`src/rtl/jtframe_dwnld_pkg.sv`:
```
// jtframe_dwnld_pkg: FSM states and sizing helpers shared by the DDR3 ROM loader.
package jtframe_dwnld_pkg;
   typedef enum logic [2:0] {ST_IDLE, ST_REQ, ST_FILL, ST_SER, ST_WAIT, ST_FIN} state_t;
   function automatic int byte_step(input int ow);
      return ow / 8;
   endfunction
   function automatic logic [7:0] min_burst(input logic [31:0] left, input int unsigned burst);
      return left < burst ? left[7:0] : burst[7:0];
   endfunction
endpackage

```
`src/rtl/jtframe_ddr_romload_buf.sv`:
```
// jtframe_ddr_romload_buf: one DDR3 burst of 64-bit words, read back as OW-bit
// little-endian slices.
module jtframe_ddr_romload_buf #(
   parameter int OW    = 8,
   parameter int BURST = 32
)(
   input  logic          rst,
   input  logic          clk,
   input  logic          clr,
   input  logic          we,
   input  logic          adv,
   input  logic [63:0]   din,
   output logic [7:0]    wcnt,
   output logic [7:0]    rword,
   output logic          last_slice,
   output logic [OW-1:0] slice
);
   localparam int SPW = 64 / OW;
   localparam int SW  = $clog2(SPW);
   localparam int IW  = BURST > 1 ? $clog2(BURST) : 1;
   logic [63:0]   mem [BURST];
   logic [63:0]   word;
   logic [SW-1:0] rs;
   always_ff @(posedge clk)
      if (we) mem[wcnt[IW-1:0]] <= din;
   always_ff @(posedge clk or posedge rst)
      if (rst) begin
         wcnt  <= '0;
         rword <= '0;
         rs    <= '0;
      end else if (clr) begin
         wcnt  <= '0;
         rword <= '0;
         rs    <= '0;
      end else begin
         if (we) wcnt <= wcnt + 8'd1;
         if (adv) begin
            rs <= rs + 1'b1;
            if (last_slice) rword <= rword + 8'd1;
         end
      end
   assign last_slice = rs == SW'(SPW - 1);
   assign word       = mem[rword[IW-1:0]];
   assign slice      = word[32'(rs) * OW +: OW];
endmodule

```
`src/rtl/jtframe_ddr_romload.sv`:
```
// jtframe_ddr_romload: streams len bytes from DDR3 into the core programmer as OW-bit ioctl writes.
// Define JTFRAME_DWNLD_CKSUM_EN to add cksum, the 16-bit sum of all bytes written.
module jtframe_ddr_romload
   import jtframe_dwnld_pkg::*;
#(
   parameter int OW     = 8,
   parameter int BURST  = 32,
   parameter int AW     = 27,
   parameter int DDR_AW = 29
)(
   input  logic              rst,
   input  logic              clk,
   input  logic              start,
   input  logic [DDR_AW-1:0] base,
   input  logic [AW-1:0]     len,
   output logic              busy,
   output logic              done,
   input  logic              ddram_busy,
   output logic              ddram_rd,
   output logic [7:0]        ddram_burstcnt,
   output logic [DDR_AW-1:0] ddram_addr,
   input  logic [63:0]       ddram_dout,
   input  logic              ddram_dout_ready,
   output logic              ioctl_wr,
   output logic [AW-1:0]     ioctl_addr,
   output logic [OW-1:0]     ioctl_dout,
   input  logic              prog_we,
   input  logic              prog_rdy,
   input  logic              dwnld_busy
`ifdef JTFRAME_DWNLD_CKSUM_EN
   ,
   output logic [15:0]       cksum
`endif
);
   localparam int STEP = byte_step(OW);
   state_t            st, nx;
   logic [DDR_AW-1:0] base_r;
   logic [AW-1:0]     len_r, words_rd;
   logic [AW:0]       sent, rem, total_words, words_left;
   logic [7:0]        bcnt, burst_n, wcnt, rword;
   logic              wfirst, last_slice, adv, all_sent, buf_end;
   logic [OW-1:0]     slice;
   logic              unused_prog_we;
   assign unused_prog_we = prog_we;
   assign total_words = ({1'b0, len_r} + (AW+1)'(7)) >> 3;
   assign words_left  = total_words - {1'b0, words_rd};
   assign burst_n     = min_burst(32'(words_left), BURST);
   assign rem         = {1'b0, len_r} - sent;
   assign all_sent    = sent + (AW+1)'(STEP) >= {1'b0, len_r};
   assign buf_end     = last_slice && rword == bcnt - 8'd1;
   // dwnld_busy only matters on the first WAIT cycle; after that only prog_rdy releases us
   assign adv = st == ST_WAIT && (prog_rdy || (wfirst && !dwnld_busy));
   assign busy           = st != ST_IDLE && st != ST_FIN;
   assign done           = st == ST_FIN;
   assign ddram_rd       = st == ST_REQ && !ddram_busy;
   assign ddram_burstcnt = st == ST_REQ ? burst_n : 8'd0;
   assign ddram_addr     = st == ST_REQ ? base_r + DDR_AW'(words_rd) : '0;
   assign ioctl_wr       = st == ST_SER;
   assign ioctl_dout     = !ioctl_wr ? '0 : (OW > 8 && rem == (AW+1)'(1)) ? slice & OW'(8'hff) : slice;
   jtframe_ddr_romload_buf #(.OW(OW), .BURST(BURST)) u_buf (
      .rst        (rst),
      .clk        (clk),
      .clr        (st == ST_REQ),
      .we         (st == ST_FILL && ddram_dout_ready),
      .adv        (adv),
      .din        (ddram_dout),
      .wcnt       (wcnt),
      .rword      (rword),
      .last_slice (last_slice),
      .slice      (slice)
   );
   always_ff @(posedge clk or posedge rst)
      if (rst) st <= ST_IDLE;
      else     st <= nx;
   always_comb begin
      nx = st;
      unique case (st)
         ST_IDLE: if (start) nx = len != '0 ? ST_REQ : ST_FIN;
         ST_REQ:  if (!ddram_busy) nx = ST_FILL;
         ST_FILL: if (ddram_dout_ready && wcnt == bcnt - 8'd1) nx = ST_SER;
         ST_SER:  nx = ST_WAIT;
         ST_WAIT: if (adv) nx = all_sent ? ST_FIN : buf_end ? ST_REQ : ST_SER;
         ST_FIN:  nx = ST_IDLE;
         default: nx = ST_IDLE;
      endcase
   end
   always_ff @(posedge clk or posedge rst)
      if (rst) begin
         base_r     <= '0;
         len_r      <= '0;
         words_rd   <= '0;
         sent       <= '0;
         ioctl_addr <= '0;
         bcnt       <= '0;
         wfirst     <= 1'b0;
      end else begin
         if (st == ST_IDLE && start) begin
            base_r     <= base;
            len_r      <= len;
            words_rd   <= '0;
            sent       <= '0;
            ioctl_addr <= '0;
         end
         if (ddram_rd) begin
            words_rd <= words_rd + AW'(burst_n);
            bcnt     <= burst_n;
         end
         wfirst <= st == ST_SER;
         if (adv) begin
            sent       <= sent + (AW+1)'(STEP);
            ioctl_addr <= ioctl_addr + AW'(STEP);
         end
      end
`ifdef JTFRAME_DWNLD_CKSUM_EN
   logic [15:0] bsum;
   always_comb begin
      bsum = '0;
      for (int i = 0; i < STEP; i++) bsum = bsum + 16'(ioctl_dout[i*8 +: 8]);
   end
   always_ff @(posedge clk or posedge rst)
      if (rst)                         cksum <= '0;
      else if (st == ST_IDLE && start) cksum <= '0;
      else if (ioctl_wr)               cksum <= cksum + bsum;
`endif
endmodule

```
`config.mk`:
```
export PLATFORM = sky130hd
export DESIGN_NAME = jtframe_ddr_romload
export DESIGN_NICKNAME = d
export VERILOG_FILES = /design/src/rtl/jtframe_dwnld_pkg.sv /design/src/rtl/jtframe_ddr_romload_buf.sv /design/src/rtl/jtframe_ddr_romload.sv
export SDC_FILE = /design/constraint.sdc
export NUM_CORES = 2
export LEC_CHECK = 0
export ABC_AREA = 1
export CORE_MARGIN = 5
export CORE_UTILIZATION = 30
export DETAILED_ROUTE_END_ITERATION = 12
export PLACE_DENSITY_LB_ADDON = 0.1
export SYNTH_ARGS = -nofsm -noshare
export SYNTH_HDL_FRONTEND = slang
export SYNTH_HIERARCHICAL = 1
export SYNTH_SLANG_ARGS = --single-unit
```
`constraint.sdc`:
```
create_clock -name clk -period 5.9 [get_ports clk]
set_clock_uncertainty 0.05 [all_clocks]
set_input_delay 1.18 -clock clk [delete_from_list [all_inputs] [get_ports clk]]
set_output_delay 1.18 -clock clk [all_outputs]
set_load 0.02 [all_outputs]
```
# Yosys cells after proc, flatten, opt, wreduce, memory -nomap -nowiden
# Memories as Yosys holds them, arrays and structs flattened.
# Index checks and enable logic that the tools add are counted.
dict set report classes {
  mux 26
  shifts 1
  eq_ne 13
  n_reduce_logical 21
  addsub 10
  magnitude_cmp 2
}
# operator n
set ops {}
lappend ops {{two-way mux 27 bit} 3}
lappend ops {{two-way mux 8 bit} 8}
lappend ops {{indexed part select 64 x 7 -> 8 bit} 1}
lappend ops {{two-way mux 28 bit} 2}
lappend ops {{adder 29 x 27 -> 29 bit} 1}
lappend ops {{two-way mux 29 bit} 1}
lappend ops {{adder 27 x 3 -> 28 bit (second input constant)} 1}
lappend ops {{adder 28 x 1 -> 28 bit (second input constant)} 1}
lappend ops {{>= comparator 28 x 27 -> 1 bit} 1}
lappend ops {{< comparator 28 x 6 -> 1 bit (second input constant)} 1}
lappend ops {{subtractor 25 x 27 -> 28 bit} 1}
lappend ops {{adder 27 x 1 -> 27 bit (second input constant)} 1}
lappend ops {{adder 27 x 8 -> 27 bit} 1}
lappend ops {{nonzero test 27 bit} 1}
lappend ops {{two-way mux 3 bit} 8}
lappend ops {{adder 8 x 1 -> 8 bit (second input constant)} 2}
lappend ops {{equality test 8 bit} 2}
lappend ops {{case mux 3 bit (5 select lines)} 1}
lappend ops {{nonzero test 2 bit} 5}
lappend ops {{equality test 3 bit (second input constant)} 3}
lappend ops {{logical AND 1 bit} 8}
lappend ops {{subtractor 8 x 1 -> 8 bit (second input constant)} 1}
lappend ops {{equality test 3 x 2 -> 1 bit (second input constant)} 2}
lappend ops {{!= test 2 bit (second input constant)} 3}
lappend ops {{other kinds (12)} 14}
dict set report word_totals {
  elab_cells 85
  ram_bits 2048
  reg_bits 169
  mem_count 1
  inputBits 128
}
# memory words word_bits rd rd_clocked_by_memory_dff write_ports line_no
set mem_list {}
lappend mem_list {u_buf.mem 32 64 1 0 1 jtframe_ddr_romload_buf.sv:21} ;# logic [63:0] mem [BURST];

# Longest topological paths before layout
dict set report depth {
  ltp_word 7
  ltp_mapped 49
  ltp_nobuf 49
}

# Cells and area by module
# The synthesis kept the hierarchy.
# mod cells_per_inst instances area_per_inst_um2
set modules_own_cells {}
lappend modules_own_cells {jtframe_ddr_romload_buf 6982 1 83009.6}
lappend modules_own_cells {jtframe_ddr_romload 1997 1 12812.3}

# Worst setup path before layout
# No wires, ideal clock.
dict set report synth_timing {
  path_kind {input -> register}
  startpoint {in ddram_dout_ready}
  endpoint {mem u_buf.mem[15][0] (enable)}
  cell_stages 5
  n_path_buf 1
  t_arrival_ps 6069
  setup_time_ps 565
  slack_ps -784
  t_required_ps 5285
  cell_sequence {inv_1 > nor2_1 > clkbuf_1 > inv_1 > nor3_1}
}
dict set report synth_between {
  elab_chain_cells 3
}
# element line_no
set synth_rtl {}
lappend synth_rtl {{from (decl)} jtframe_ddr_romload.sv:23} ;# input logic ddram_dout_ready,
lappend synth_rtl {{logical AND 1 bit} jtframe_ddr_romload.sv:64} ;# .we (st == ST_FILL && ddram_dout_ready),
lappend synth_rtl {{two-way mux 1 bit} jtframe_ddr_romload_buf.sv:25} ;# if (we) mem[wcnt[IW-1:0]] <= din;
lappend synth_rtl {{two-way mux 1 bit (implied by the code)} jtframe_ddr_romload_buf.sv:25}
lappend synth_rtl {{to (decl)} jtframe_ddr_romload_buf.sv:21}
# No other way between the ends.

# Final worst setup path
dict set report layout_timing {
  startpoint {reg len_r[1]}
  endpoint {out ddram_burstcnt[3]}
}
dict set report layout_between {
  elab_chain_cells 5
}
# element line_no
set layout_rtl {}
lappend layout_rtl {{from (decl)} jtframe_ddr_romload.sv:38} ;# logic [AW-1:0] len_r, words_rd;
lappend layout_rtl {{from (signal assigned)} jtframe_ddr_romload.sv:99} ;# len_r <= len;
lappend layout_rtl {{adder 27 x 3 -> 28 bit (*)} jtframe_ddr_romload.sv:45} ;# assign total_words = ({1'b0, len_r} + (AW+1)'(7)) >> 3;
lappend layout_rtl {{subtractor 25 x 27 -> 28 bit (*)} jtframe_ddr_romload.sv:46} ;# assign words_left = total_words - {1'b0, words_rd};
lappend layout_rtl {{< comparator 28 x 6 -> 1 bit} jtframe_dwnld_pkg.sv:8} ;# return left < burst ? left[7:0] : burst[7:0];
lappend layout_rtl {{two-way mux 8 bit (*)} jtframe_dwnld_pkg.sv:8}
lappend layout_rtl {{two-way mux 8 bit (*)} jtframe_ddr_romload.sv:56} ;# assign ddram_burstcnt = st == ST_REQ ? burst_n : 8'd0;
lappend layout_rtl {{to (decl)} jtframe_ddr_romload.sv:20} ;# output logic [7:0] ddram_burstcnt,
# Every way passes the cells marked *; elsewhere a longest branch is shown, timed or not.

==> run metrics <==
Final setup viols 7; Critical Path Start Type flip-flop; Slowest-stage cell, CP dfrtp_1; Synth Area in Simple Gates 0.228; sequential area share after synthesis 0.686; Synth async-reset ratio 0.0762; #FFs+latches synth 2217; Max-Cap Viols 0; drt first pass iters 7; Setup TNS -3.77 ns; most used cell, CP nor2_4; R2R Path End words_rd[12]; Mapped Cells 8979; die width 575 um; Leakage 43.0 nW; power density over cell area 424 nW/um^2; total CTS buffers 267; Post-synth top cells nand2_1 (3423), edfxtp_1 (2048), nand3_1 (1409); Vias/cell 4.92; Synth area leader edfxtp_1; top cell type's share of synthesized area 0.642; Slew Limit Fails 0; layout net count 9546; Critical Path End Type primary output; origin of the critical flop-to-flop path len_r[1]; clk sink count 2217; mean post-synth cell area 10.7 sq um; Vias 67500; Core Region 318000 sq um; synthesized area 95800 sq um; global placement routability congestion 0.838; starting density of the core 0.301; Critical Path Start len_r[1]; multiplexer share of the synthesized area 0.000313; FF-to-FF setup slack -0.04 ns; Post-Route WL 342000 um; DR WL/cell 24.9 um; total die area 331000 sq um; root buffer cell clkbuf_16; count of final hold-check violations 0; YS warnings 6; Synth area leaders edfxtp_1 (64%), nand2_1 (13%), nand3_1 (7.4%); violated checks negative setup slack; Tcrit/Tclk final 1.11; crit-path max FO 5; All-Layer GR Usage 0.200; slowest stage delay, CP 0.34 ns; Peak Freq 0.152 GHz; post-synthesis compound-gate area fraction 0.0291; first-pass GRT wire length 485000 um; Setup CP Type flip-flop to primary output; vias in the first global route 64500; final setup margin -0.665 ns; fillers 31400; post-route ant nets 0; Critical Path AT 5.33 ns; RSZ-0062 raised after global routing yes; status finished with violations; Post-route DRC 0; Chip Height 575 um; H-tree depth 5; EDFF count, synth 2048; layout cells sized above 1 0.0946; grt ovf 0; adder and majority gate portion of the synthesized area 0.0130; Hold/Removal Path Class flip-flop to flip-flop; Layout area overhead 18.5%; post-synthesis xor/xnor area fraction 0.00503; Synth cell types 55; Worst-Margin Slew 1.27 ns; number of DRC markers in iteration 0 4874; Slew headroom 0.148; Post-synth top flop edfxtp_1; Setup crit end ddram_burstcnt[3]; site row count 207; cts hold-fix bufs 0; Min Hold Slack 0.426 ns; largest family of logic cells by synthesized area simple AND/OR/NAND/NOR gates; Clock Latency Late Sink 0.87 ns; WP data required 4.67 ns; clk slew on worst S/H paths 0.06 ns; Longest Clk Path Bufs 4; Peak VDD IR 276 uV; hpwl dp 180000 um; antenna violations before repair 21; Tmin final 6.56 ns; I/O pins 204; R2R cell count 49; IO Port Bufs 200; pin count of the biggest net entering global routing 153; most frequent cell after synthesis nand2_1; CTS tree yes
==> per-stage QoR <==
step	cells	instance area (sq um)	util	setup slack [ns]	power, W
after detailed placement	13200	105000	0.329	-0.611	0.0326
after global placement	13200	105000	0.329	-0.565	0.0326
after floorplan	8982	95800	-	-0.784	0.0269
after global routing	13700	114000	0.357	-1.07	0.0509
final	13700	114000	0.357	-0.665	0.0482
after CTS	13700	113000	0.356	-0.778	0.0488
==> cell type report <==
class | instances | area (sq um) | area share
Timing Repair Buffer | 523 | 5650 | 0.0498
Tap cell | 4180 | 5230 | 0.0461
Timing Repair inverter | 2 | 17.5 | 0.000154
Clock buffer | 336 | 7020 | 0.0619
Clock inverter | 127 | 1120 | 0.00987
Multi-Input combinational cell | 5933 | 27300 | 0.240
Antenna cell | 7 | 17.5 | 0.000154
Inverter | 376 | 1480 | 0.0130
Sequential cell | 2217 | 65700 | 0.579
==> state kept, by name, indices dropped and copies added (netlist names) <==
register     cells
base_r          29
len_r           27
wfirst           1
u_buf/rword      8
u_buf/mem     2048
words_rd        27
u_buf/rs         3
ioctl_addr      27
sent            28
u_buf/wcnt       8
bcnt             8
st               3
==> how the worst min path moves through the flow <==
stage	endpoint	depth (start not counted)	startpoint
after floorplan	base_r[0]	2	base_r[0]
after global placement	base_r[5]	2	base_r[5]
after detailed placement	base_r[5]	2	base_r[5]
after CTS	base_r[5]	2	base_r[5]
after global routing	base_r[22]	2	base_r[22]
final	base_r[20]	2	base_r[20]
==> report_power, final <==
part           switching (W)  internal [W]
Sequential          0.000292        0.0176
Clock                0.00667       0.00893
Combinational         0.0103       0.00446
==> cells in the final DEF (no fill, tap or decap), types with 16 or more instances in the layout <==
cell type           n
clkinv_2           36
nor2_4             48
xor2_1             48
nand3_1          1401
buf_4             232
nor3_1             42
clkbuf_1           63
clkdlybuf4s50_1   182
nand2_2            46
edfxtp_1         2048
o22ai_1            18
a21oi_1           345
dfrtp_1           163
o21ai_0           109
clkbuf_16         269
nand2_1          3381
ha_1               86
inv_1             348
nand4_1            50
buf_12             97
nor2_2             21
clkinv_1           57
nor2_1            187
inv_2              16
==> metal layers <==
metal / GRT usage / routed length [um] / up-vias
met5: 0 / 48 / -
met3: 0.0216 / 14000 / 425
met4: 0.0521 / 8800 / 8
met1: 0.281 / 157000 / 33900
li1: - / - / 31500
met2: 0.330 / 162000 / 1603
==> repair_timing <==
item / CTS / global route
cloned: 2 / 0
pin swaps: 29 / 15
buffers inserted: 15 / 9
resized for setup: 150 / 48
endpoints found under the setup margin: 40 / 36
==> cell families after synthesis <==
family | after synthesis
xor gates and xnor gates | 55
buffers and inverters | 832
and+or+nand+nor | 5240
muxes | 3
AOI/OAI and AO/OA | 533
other | 1
adders and majority gates | 98
DFF | 2217
==> critical path: cells and delay by family (launching register included) <==
family,cells,cell delay (ns)
AO/OA/AOI/OAI,1,0.05
buffers and inverters,9,1.01
AND/OR/NAND/NOR,28,2.74
flip-flops,1,0.34
adder cells (fa/ha/maj),1,0.31
Note: power is estimated with default switching activity, not from simulation.
